===== src/rtl/ext_bus_arbiter_if.sv =====
// Channel-side and system-bus-side signals of the external databus arbiter.
// slave is the arbiter's view; master is the surrounding environment's view.
interface ext_bus_arbiter_if #(
    parameter int unsigned N_REQ  = 4,
    parameter int unsigned DATA_W = 32,
    parameter int unsigned ADDR_W = 32
);
    localparam int unsigned STRB_W = DATA_W / 8;

    logic [N_REQ-1:0]        req_valid;
    logic [N_REQ*ADDR_W-1:0] req_addr;
    logic [N_REQ*DATA_W-1:0] req_wdata;
    logic [N_REQ*STRB_W-1:0] req_wstrb;
    logic [N_REQ-1:0]        req_ready;
    logic [DATA_W-1:0]       req_rdata;

    logic                    m_valid;
    logic [ADDR_W-1:0]       m_addr;
    logic [DATA_W-1:0]       m_wdata;
    logic [STRB_W-1:0]       m_wstrb;
    logic                    m_ready;
    logic [DATA_W-1:0]       m_rdata;

    modport slave (
        input  req_valid, req_addr, req_wdata, req_wstrb,
        output req_ready, req_rdata,
        output m_valid, m_addr, m_wdata, m_wstrb,
        input  m_ready, m_rdata
    );

    modport master (
        output req_valid, req_addr, req_wdata, req_wstrb,
        input  req_ready, req_rdata,
        input  m_valid, m_addr, m_wdata, m_wstrb,
        output m_ready, m_rdata
    );
endinterface


===== src/rtl/ext_bus_arbiter.sv =====
// Round-robin arbiter sharing one external databus between N_REQ address-generator
// channels; a granted channel keeps the bus while it holds valid, up to max_burst beats.
module ext_bus_arbiter #(
    parameter int unsigned N_REQ   = 4,
    parameter int unsigned DATA_W  = 32,
    parameter int unsigned ADDR_W  = 32,
    parameter int unsigned BURST_W = 8
) (
    input  logic               clk,
    input  logic               rst,
    input  logic [BURST_W-1:0] max_burst,
    ext_bus_arbiter_if.slave   bus,
    output logic [N_REQ-1:0]   grant,
    output logic               busy
);
    localparam int unsigned PTR_W  = (N_REQ > 1) ? $clog2(N_REQ) : 1;
    localparam int unsigned STRB_W = DATA_W / 8;
    localparam logic [PTR_W-1:0] LAST_IDX = PTR_W'(N_REQ - 1);

    typedef enum logic {
        IDLE  = 1'b0,
        GRANT = 1'b1
    } state_e;

    state_e             state_q, state_d;
    logic [N_REQ-1:0]   grant_q, grant_d;
    logic [PTR_W-1:0]   sel_q, sel_d;
    logic [PTR_W-1:0]   rr_q, rr_d;
    logic [BURST_W-1:0] beat_cnt_q, beat_cnt_d;
    logic [BURST_W-1:0] burst_lim_q, burst_lim_d;

    logic               pick_vld;
    logic [PTR_W-1:0]   pick_idx;
    logic               sel_valid;
    logic               beat;
    logic               burst_done;

    // First requesting channel scanning upward from rr_q with wrap at N_REQ-1
    always_comb begin : arb_scan
        int unsigned idx;
        idx      = 0;
        pick_vld = 1'b0;
        pick_idx = '0;
        for (int unsigned k = 0; k < N_REQ; k++) begin
            idx = 32'(rr_q) + k;
            if (idx >= N_REQ) idx = idx - N_REQ;
            if (!pick_vld && bus.req_valid[PTR_W'(idx)]) begin
                pick_vld = 1'b1;
                pick_idx = PTR_W'(idx);
            end
        end
    end

    assign sel_valid  = (state_q == GRANT) && bus.req_valid[sel_q];
    assign beat       = sel_valid && bus.m_ready;
    // Widened compare so a limit of all-ones is still reachable
    assign burst_done = beat && (burst_lim_q != '0) &&
                        (({1'b0, beat_cnt_q} + (BURST_W+1)'(1)) == {1'b0, burst_lim_q});

    always_comb begin
        state_d     = state_q;
        grant_d     = grant_q;
        sel_d       = sel_q;
        rr_d        = rr_q;
        beat_cnt_d  = beat_cnt_q;
        burst_lim_d = burst_lim_q;
        case (state_q)
            IDLE: begin
                if (pick_vld) begin
                    state_d     = GRANT;
                    grant_d     = N_REQ'(1) << pick_idx;
                    sel_d       = pick_idx;
                    burst_lim_d = max_burst;
                    beat_cnt_d  = '0;
                end
            end
            GRANT: begin
                if (beat && (beat_cnt_q != '1)) beat_cnt_d = beat_cnt_q + BURST_W'(1);
                if (!sel_valid || burst_done) begin
                    state_d = IDLE;
                    grant_d = '0;
                    rr_d    = (sel_q == LAST_IDX) ? '0 : sel_q + PTR_W'(1);
                end
            end
            default: state_d = IDLE;
        endcase
    end

    always_ff @(posedge clk) begin
        if (rst) begin
            state_q     <= IDLE;
            grant_q     <= '0;
            sel_q       <= '0;
            rr_q        <= '0;
            beat_cnt_q  <= '0;
            burst_lim_q <= '0;
        end else begin
            state_q     <= state_d;
            grant_q     <= grant_d;
            sel_q       <= sel_d;
            rr_q        <= rr_d;
            beat_cnt_q  <= beat_cnt_d;
            burst_lim_q <= burst_lim_d;
        end
    end

    // Bus <-> granted channel forwarding; everything idles to zero outside GRANT
    always_comb begin
        bus.m_valid   = 1'b0;
        bus.m_addr    = '0;
        bus.m_wdata   = '0;
        bus.m_wstrb   = '0;
        bus.req_ready = '0;
        if (state_q == GRANT) begin
            bus.m_valid          = bus.req_valid[sel_q];
            bus.req_ready[sel_q] = bus.m_ready;
            for (int unsigned i = 0; i < N_REQ; i++) begin
                if (sel_q == PTR_W'(i)) begin
                    bus.m_addr  = bus.req_addr[i*ADDR_W +: ADDR_W];
                    bus.m_wdata = bus.req_wdata[i*DATA_W +: DATA_W];
                    bus.m_wstrb = bus.req_wstrb[i*STRB_W +: STRB_W];
                end
            end
        end
    end

    assign bus.req_rdata = bus.m_rdata;
    assign grant         = grant_q;
    assign busy          = (state_q == GRANT);

endmodule


===== src/flat_wrapper.sv =====
// flat-port wrapper written by rule: the top's interface ports become plain ports
module ext_bus_arbiter_flat 
#(
    parameter int unsigned N_REQ   = 4,
    parameter int unsigned DATA_W  = 32,
    parameter int unsigned ADDR_W  = 32,
    parameter int unsigned BURST_W = 8
)
  (clk, rst, max_burst, grant, busy, bus_req_valid, bus_req_addr, bus_req_wdata, bus_req_wstrb, bus_req_ready, bus_req_rdata, bus_m_valid, bus_m_addr, bus_m_wdata, bus_m_wstrb, bus_m_ready, bus_m_rdata);
  ext_bus_arbiter_if #(.N_REQ(N_REQ), .DATA_W(DATA_W), .ADDR_W(ADDR_W)) bus_i ();
  input  logic clk;
  input  logic rst;
  input  logic [BURST_W-1:0] max_burst;
  output logic [N_REQ-1:0] grant;
  output logic busy;
  input wire logic [$bits(bus_i.req_valid)-1:0] bus_req_valid;
  input wire logic [$bits(bus_i.req_addr)-1:0] bus_req_addr;
  input wire logic [$bits(bus_i.req_wdata)-1:0] bus_req_wdata;
  input wire logic [$bits(bus_i.req_wstrb)-1:0] bus_req_wstrb;
  output wire logic [$bits(bus_i.req_ready)-1:0] bus_req_ready;
  output wire logic [$bits(bus_i.req_rdata)-1:0] bus_req_rdata;
  output wire logic [$bits(bus_i.m_valid)-1:0] bus_m_valid;
  output wire logic [$bits(bus_i.m_addr)-1:0] bus_m_addr;
  output wire logic [$bits(bus_i.m_wdata)-1:0] bus_m_wdata;
  output wire logic [$bits(bus_i.m_wstrb)-1:0] bus_m_wstrb;
  input wire logic [$bits(bus_i.m_ready)-1:0] bus_m_ready;
  input wire logic [$bits(bus_i.m_rdata)-1:0] bus_m_rdata;
  assign bus_i.req_valid = bus_req_valid;
  assign bus_i.req_addr = bus_req_addr;
  assign bus_i.req_wdata = bus_req_wdata;
  assign bus_i.req_wstrb = bus_req_wstrb;
  assign bus_req_ready = bus_i.req_ready;
  assign bus_req_rdata = bus_i.req_rdata;
  assign bus_m_valid = bus_i.m_valid;
  assign bus_m_addr = bus_i.m_addr;
  assign bus_m_wdata = bus_i.m_wdata;
  assign bus_m_wstrb = bus_i.m_wstrb;
  assign bus_i.m_ready = bus_m_ready;
  assign bus_i.m_rdata = bus_m_rdata;
  ext_bus_arbiter #(.N_REQ(N_REQ), .DATA_W(DATA_W), .ADDR_W(ADDR_W), .BURST_W(BURST_W)) u_core (.clk(clk), .rst(rst), .max_burst(max_burst), .bus(bus_i), .grant(grant), .busy(busy));
endmodule

===== config.mk =====
export PLATFORM = sky130hd
export DESIGN_NAME = ext_bus_arbiter_flat
export DESIGN_NICKNAME = d
export VERILOG_FILES = /design/src/rtl/ext_bus_arbiter_if.sv /design/src/rtl/ext_bus_arbiter.sv /design/src/flat_wrapper.sv
export SDC_FILE = /design/constraint.sdc
export NUM_CORES = 1
export LEC_CHECK = 0
export ABC_AREA = 1
export CAP_MARGIN = 0
export CORE_AREA = 2 2 169 171
export CTS_CLUSTER_SIZE = 20
export DETAILED_ROUTE_END_ITERATION = 10
export DIE_AREA = 0 0 171 173
export DONT_BUFFER_PORTS = 1
export PLACE_DENSITY = 0.3
export SYNTH_ARGS = -nofsm -noshare
export SYNTH_HDL_FRONTEND = slang
export SYNTH_SLANG_ARGS = --single-unit
export TNS_END_PERCENT = 5

===== constraint.sdc =====
create_clock -name clk -period 4.6 [get_ports clk]
set_input_delay 0.46 -clock clk [delete_from_list [all_inputs] [get_ports clk]]
set_output_delay 0.46 -clock clk [all_outputs]
set_load 0.01 [all_outputs]

### After elaboration in Yosys (flattened, before gate mapping)

Index checks and enable logic that the tools add are counted.

* register bits after elaboration: 25
* input bits: 319
* output and inout bits: 110
* word-level logic and storage cells: 108

* add/subtract/negate cells: 10
* order comparisons: 10
* equality and inequality tests: 8
* shift operators: 1
* muxes and demuxes: 51
* bitwise operators: 2
* reductions and logical operators: 20

Operator list (count)
* $mux 32: 10
* $mux 4: 8
* $mux 2: 9
* $mux 8: 2
* $pmux 8 s2: 1
* $lt 2x3->1 const B: 5
* $mux 1: 13
* $bmux 1 s2: 5
* $add 8x1->9 const B: 1
* $eq 9x8->1: 1
* $ge 3x3->1 const B: 3
* $logic_and 1x1->1: 9
* $add 8x1->8 const B: 1
* $ne 8x8->1 const B: 1
* $pmux 4 s2: 1
* $reduce_and 2->1: 4
* $reduce_bool 8->1: 1
* $sub 2x1->2 const B: 4
* $add 2x2->3 const B: 2
* $and 4x4->4: 1
* $eq 2x2->1 const B: 2
* $logic_not 1->1: 4
* $ne 2x2->1 const B: 2
* $shl 1x2->4 const A: 1
* 11 further kinds: 11

### Logic depth before layout (Yosys ltp)

* depth after elaboration: 17
* gate-level depth with buffers: 15
* depth with buffers taken out: 15

### Worst setup path before layout

Ideal clock, no wire load.

* path kind: register to output
* from: register u_core.sel_q[1]
* to: output port bus_m_addr[0]
* arrival time: 1.851 ns
* data required time: 4.140 ns
* setup slack: 2.289 ns
* stages on the path, launching flop included: 9
* path buffers: 3
* path through: dfxtp_1 -> inv_1 -> ha_1 -> clkbuf_1 -> nor2_1 -> clkbuf_1 -> buf_2 -> a221oi_1 -> o21ai_0

* cells in the longest elaborated chain, start to end: 6
* elaborated cells between the ends (all ways): 9
* those cells by class: eq/ne: 3; mux: 5; reduce/logical: 1

Ends and longest elaborated chain
* from (decl): RTL line ext_bus_arbiter.sv:27 `logic [PTR_W-1:0] sel_q, sel_d;`
* from (signal assigned): RTL line ext_bus_arbiter.sv:100 `sel_q <= sel_d;`
* $logic_not 2->1: RTL line ext_bus_arbiter.sv:118 `if (sel_q == PTR_W'(i)) begin`
* $mux 32 (3 in series): RTL line ext_bus_arbiter.sv:118
* $mux 32 *: RTL line ext_bus_arbiter.sv:118
* $mux 32 *: RTL line ext_bus_arbiter.sv:114 `if (state_q == GRANT) begin`
* to (decl): RTL line flat_wrapper.sv:23 `output wire logic [$bits(bus_i.m_addr)-1:0] bus_m_addr;`

Mark *: on every way between the ends. The rest lies on a longest branch, timed or not.

### Worst setup path in the final report

* from: register u_core.sel_q[1]
* to: output port bus_m_wstrb[3]

* cells in the longest elaborated chain, start to end: 6
* elaborated cells between the ends (all ways): 9
* those cells by class: eq/ne: 3; mux: 5; reduce/logical: 1

Ends and longest elaborated chain
* $logic_not 2->1: RTL line ext_bus_arbiter.sv:118
* $mux 4 (3 in series): RTL line ext_bus_arbiter.sv:118
* $mux 4 *: RTL line ext_bus_arbiter.sv:118
* $mux 4 *: RTL line ext_bus_arbiter.sv:114
* to (decl): RTL line flat_wrapper.sv:25 `output wire logic [$bits(bus_i.m_wstrb)-1:0] bus_m_wstrb;`

Marks and branches as above.

==> summary.log <==
[drt] total wire length after detailed routing 23.7 mm
[drt] average routed wire per standard cell 24.2 um
[finish] Layout fillers 3,261
[finish] area added between synthesis and finish 5.91%
[sta] Final Max Tran Viols 0
[drt] iteration-0 DRC count of the detailed router 348
[synthesis] list of most frequent post-synthesis cells sky130_fd_sc_hd__o21ai_0 (150), sky130_fd_sc_hd__nand2_1 (111), sky130_fd_sc_hd__a21oi_1 (70)
[hold_path] Hold Crit Class in -> reg
[clock_tree] htree depth 1
[setup_path] Arr. time, crit path 2790 ps
[drt] via count 4,617
[synthesis] YS warnings 0
[power] Pwr per Cell Area 662 mW/mm2
[synthesis] Post-synth EDFFs 0
[global_route] residual overflow from global routing 0
[global_route] largest net degree at the start of global routing 74
[global_route] number of global-route vias before repair 4,095
[power] leakage power figure 1.39 nW
[sta] min Tclk post-route 3250 ps
[synthesis] FF+latch count, synth 25
[global_route] combined global-route utilization of all metal layers 14.6%
[finish] nets 916
[synthesis] post-synthesis instance total 666
[power] VDD IR max 0.000235 V
[setup_path] largest delay contributor family on the critical path compound AO/OA/AOI/OAI gates
[sta] final worst slack 1350 ps
[setup_path] slowest stage delay, CP 650 ps
[synthesis] Main synth FF type sky130_fd_sc_hd__dfxtp_1
[synthesis] Post-Synthesis Net Count 990
[setup_path] required time of the critical path 4140 ps
[setup_path] worst path buffer plus inverter count 2
[drt] antenna-violating nets left 0
[sta] total count of hold-check failures in the final report 0
[sta] Worst Max-Slew Pin Slew 914 ps
[clock_tree] clock slew at reported path FFs 70 ps
[setup_path] Worst R2R Setup Slack 2280 ps
[sta] total negative setup slack 0 ps
[drt] number of detailed-route iterations in the first pass 5
[synthesis] Async S/R FF share, synth 0%
[sta] unrepaired setup endpoints after global routing no
[floorplanning] Die Area 0.0296 mm2
[synthesis] Seq/Total Area, Yosys 13.1%
[synthesis] biggest area contributors in the synthesized netlist sky130_fd_sc_hd__o21ai_0 (20%), sky130_fd_sc_hd__dfxtp_1 (13%), sky130_fd_sc_hd__nand2_1 (11%)
[synthesis] number of library cell types mapped by synthesis 32
[synthesis] cell with the most instances after synthesis sky130_fd_sc_hd__o21ai_0
[run_status] run status finished clean
[floorplanning] Initial Util 13.8%
[clock_tree] clock sink total 25
[clock_tree] TritonCTS clock tree yes
[floorplanning] I/O pin count 429
[synthesis] largest area contributor in the synthesized netlist sky130_fd_sc_hd__o21ai_0
[clock_tree] number of buffers created by CTS 3
[setup_path] Worst Path Max Fanout 70
[setup_path] Worst setup SP type register
[sta] Slew Limit Headroom 39.1%
[drt] post-detailed-route via-to-cell ratio 4.71
[clock_tree] setup bufs post-CTS 0
[sta] Period Utilization, post-route 70.7%
[floorplanning] Core Area 0.0276 mm2
[clock_tree] Clk Latency, worst-skew pair 260 ps
[sta] FMAX 0.307 GHz
[clock_tree] clock tree buffer depth 2
[synthesis] top-area cell type share of the netlist area 19.7%
[sta] setup skew after layout 2.52 ps
[global_route] initial antenna violation count 26
[power] Total Power Consumption 2.67 mW
[global_route] first-pass GRT wire length 30.9 mm
[floorplanning] Die Wd 171 um
[floorplanning] Vert. Die Dim 173 um
[placed_design] placement-stage worst setup slack 1570 ps
[drt] drt drc 0
[placed_design] final HPWL from detailed placement 19.3 mm
[placed_design] number of input and output port buffers inserted 0
[setup_path] Critical Path Slowest Stage Cell sky130_fd_sc_hd__o21ai_0
[synthesis] per-instance average area after synthesis 5.73 um2
[floorplanning] placement row count 61
[clock_tree] buffer cell driving the clock tree root sky130_fd_sc_hd__clkbuf_16
[setup_path] category of the critical setup timing path reg -> out
[clock_tree] number of hold-repair buffers added at the cts stage 0
[sta] count of endpoints failing setup in the final report 0
[finish] share of final-layout standard cells stronger than drive strength 1 4.74%
[setup_path] critical-path cell list inv_1 -> ha_4 -> nor2_4 -> buf_4 -> a221oi_1 -> o21ai_0
[job] MaxCap Viol Count 0
[placed_design] placer congestion estimate 0.888
[clock_tree] number of gates resized after CTS 0
[setup_path] kind of capture point of the worst setup path primary output
[synthesis] post-synthesis cell area 0.00381 mm2
==> where the power goes <==
group          switching (mW)  internal (mW)  leakage (nW)  total (mW)
Clock                  0.0814          0.119        0.0382       0.200
Combinational            1.49          0.633          1.14        2.12
Sequential             0.0760          0.275         0.206       0.351
Total                    1.65           1.03          1.39        2.67
==> layout by cell type, fill, tap and decap left out, types with 2 or more instances in the layout <==
cell	netlist	layout
sky130_fd_sc_hd__a22oi_1	45	45
sky130_fd_sc_hd__a21oi_1	70	70
sky130_fd_sc_hd__dfxtp_1	25	24
sky130_fd_sc_hd__inv_1	33	32
sky130_fd_sc_hd__a221oi_1	23	23
sky130_fd_sc_hd__nor3_1	4	4
sky130_fd_sc_hd__clkbuf_16	0	3
sky130_fd_sc_hd__nand4_1	4	4
sky130_fd_sc_hd__xnor2_1	2	2
sky130_fd_sc_hd__nand2_1	111	111
sky130_fd_sc_hd__nand3_1	49	49
sky130_fd_sc_hd__nand2_2	2	2
sky130_fd_sc_hd__nand3b_1	3	3
sky130_fd_sc_hd__ha_1	5	4
sky130_fd_sc_hd__nor2_1	34	32
sky130_fd_sc_hd__buf_4	34	11
sky130_fd_sc_hd__o21ai_0	150	150
sky130_fd_sc_hd__o21ai_1	5	5
sky130_fd_sc_hd__diode_2	0	12
==> layer usage <==
layer  vias to the layer above  global-route usage [%]  routed length [um]
li1                       2206                       -                   -
met1                      2105                    18.1                9870
met2                       267                    22.3               10300
met3                        31                    8.22                3200
met4                         8                    2.68                 240
met5                         -                       0                  56
==> worst reg2reg max path, delay by kind of cell, from the launching register on <==
kind | cells | cell delay (ps)
AND/OR/NAND/NOR | 9 | 940
flip-flops | 1 | 500
AO/OA/AOI/OAI | 2 | 460
adder cells (fa/ha/maj) | 1 | 310
==> stage by stage <==
step | hold WS, ps | utilization [%] | instances | instance area, um2
CTS | 252 | 14.5 | 969 | 4010
global placement | 469 | 14.2 | 965 | 3930
floorplan | 449 | - | 666 | 3810
detailed placement | 474 | 14.2 | 965 | 3930
finish | 260 | 14.6 | 981 | 4040
global route | 249 | 14.5 | 972 | 4020
==> state kept, by name, summed over array words and instances (netlist names) <==
signal,cells
u_core.beat_cnt_q,8
u_core.burst_lim_q,8
u_core.busy,1
u_core.grant,4
u_core.rr_q,2
u_core.sel_q,2
==> kinds of logic after synthesis <==
group	after synthesis	share of synthesized area, %
xor+xnor	3	0.886
buf+inv	127	16.3
compound gates	297	44.5
flops	25	13.1
simple gates	209	23.6
fa+ha+maj	5	1.64
==> cell type report <==
cell class	instances	area [um2]	area share, %
diodes	12	30.0	0.743
clock buffers	4	78.8	1.95
inverters	36	139	3.44
multi-input cells	514	2710	67.2
flip-flops and latches	25	502	12.4
well taps	378	473	11.7
repair buffers	12	103	2.54
==> final timing paths <==
check	startpoint	to	depth (start not counted)
worst max-delay path	u_core.sel_q[1]	bus_m_wstrb[3]	6
worst min-delay path	rst	u_core.beat_cnt_q[5]	1
worst max register to register	u_core.beat_cnt_q[0]	u_core.grant[2]	12
worst min register to register	u_core.beat_cnt_q[6]	u_core.beat_cnt_q[6]	2
No activity file was read; power rests on OpenSTA's default activity.
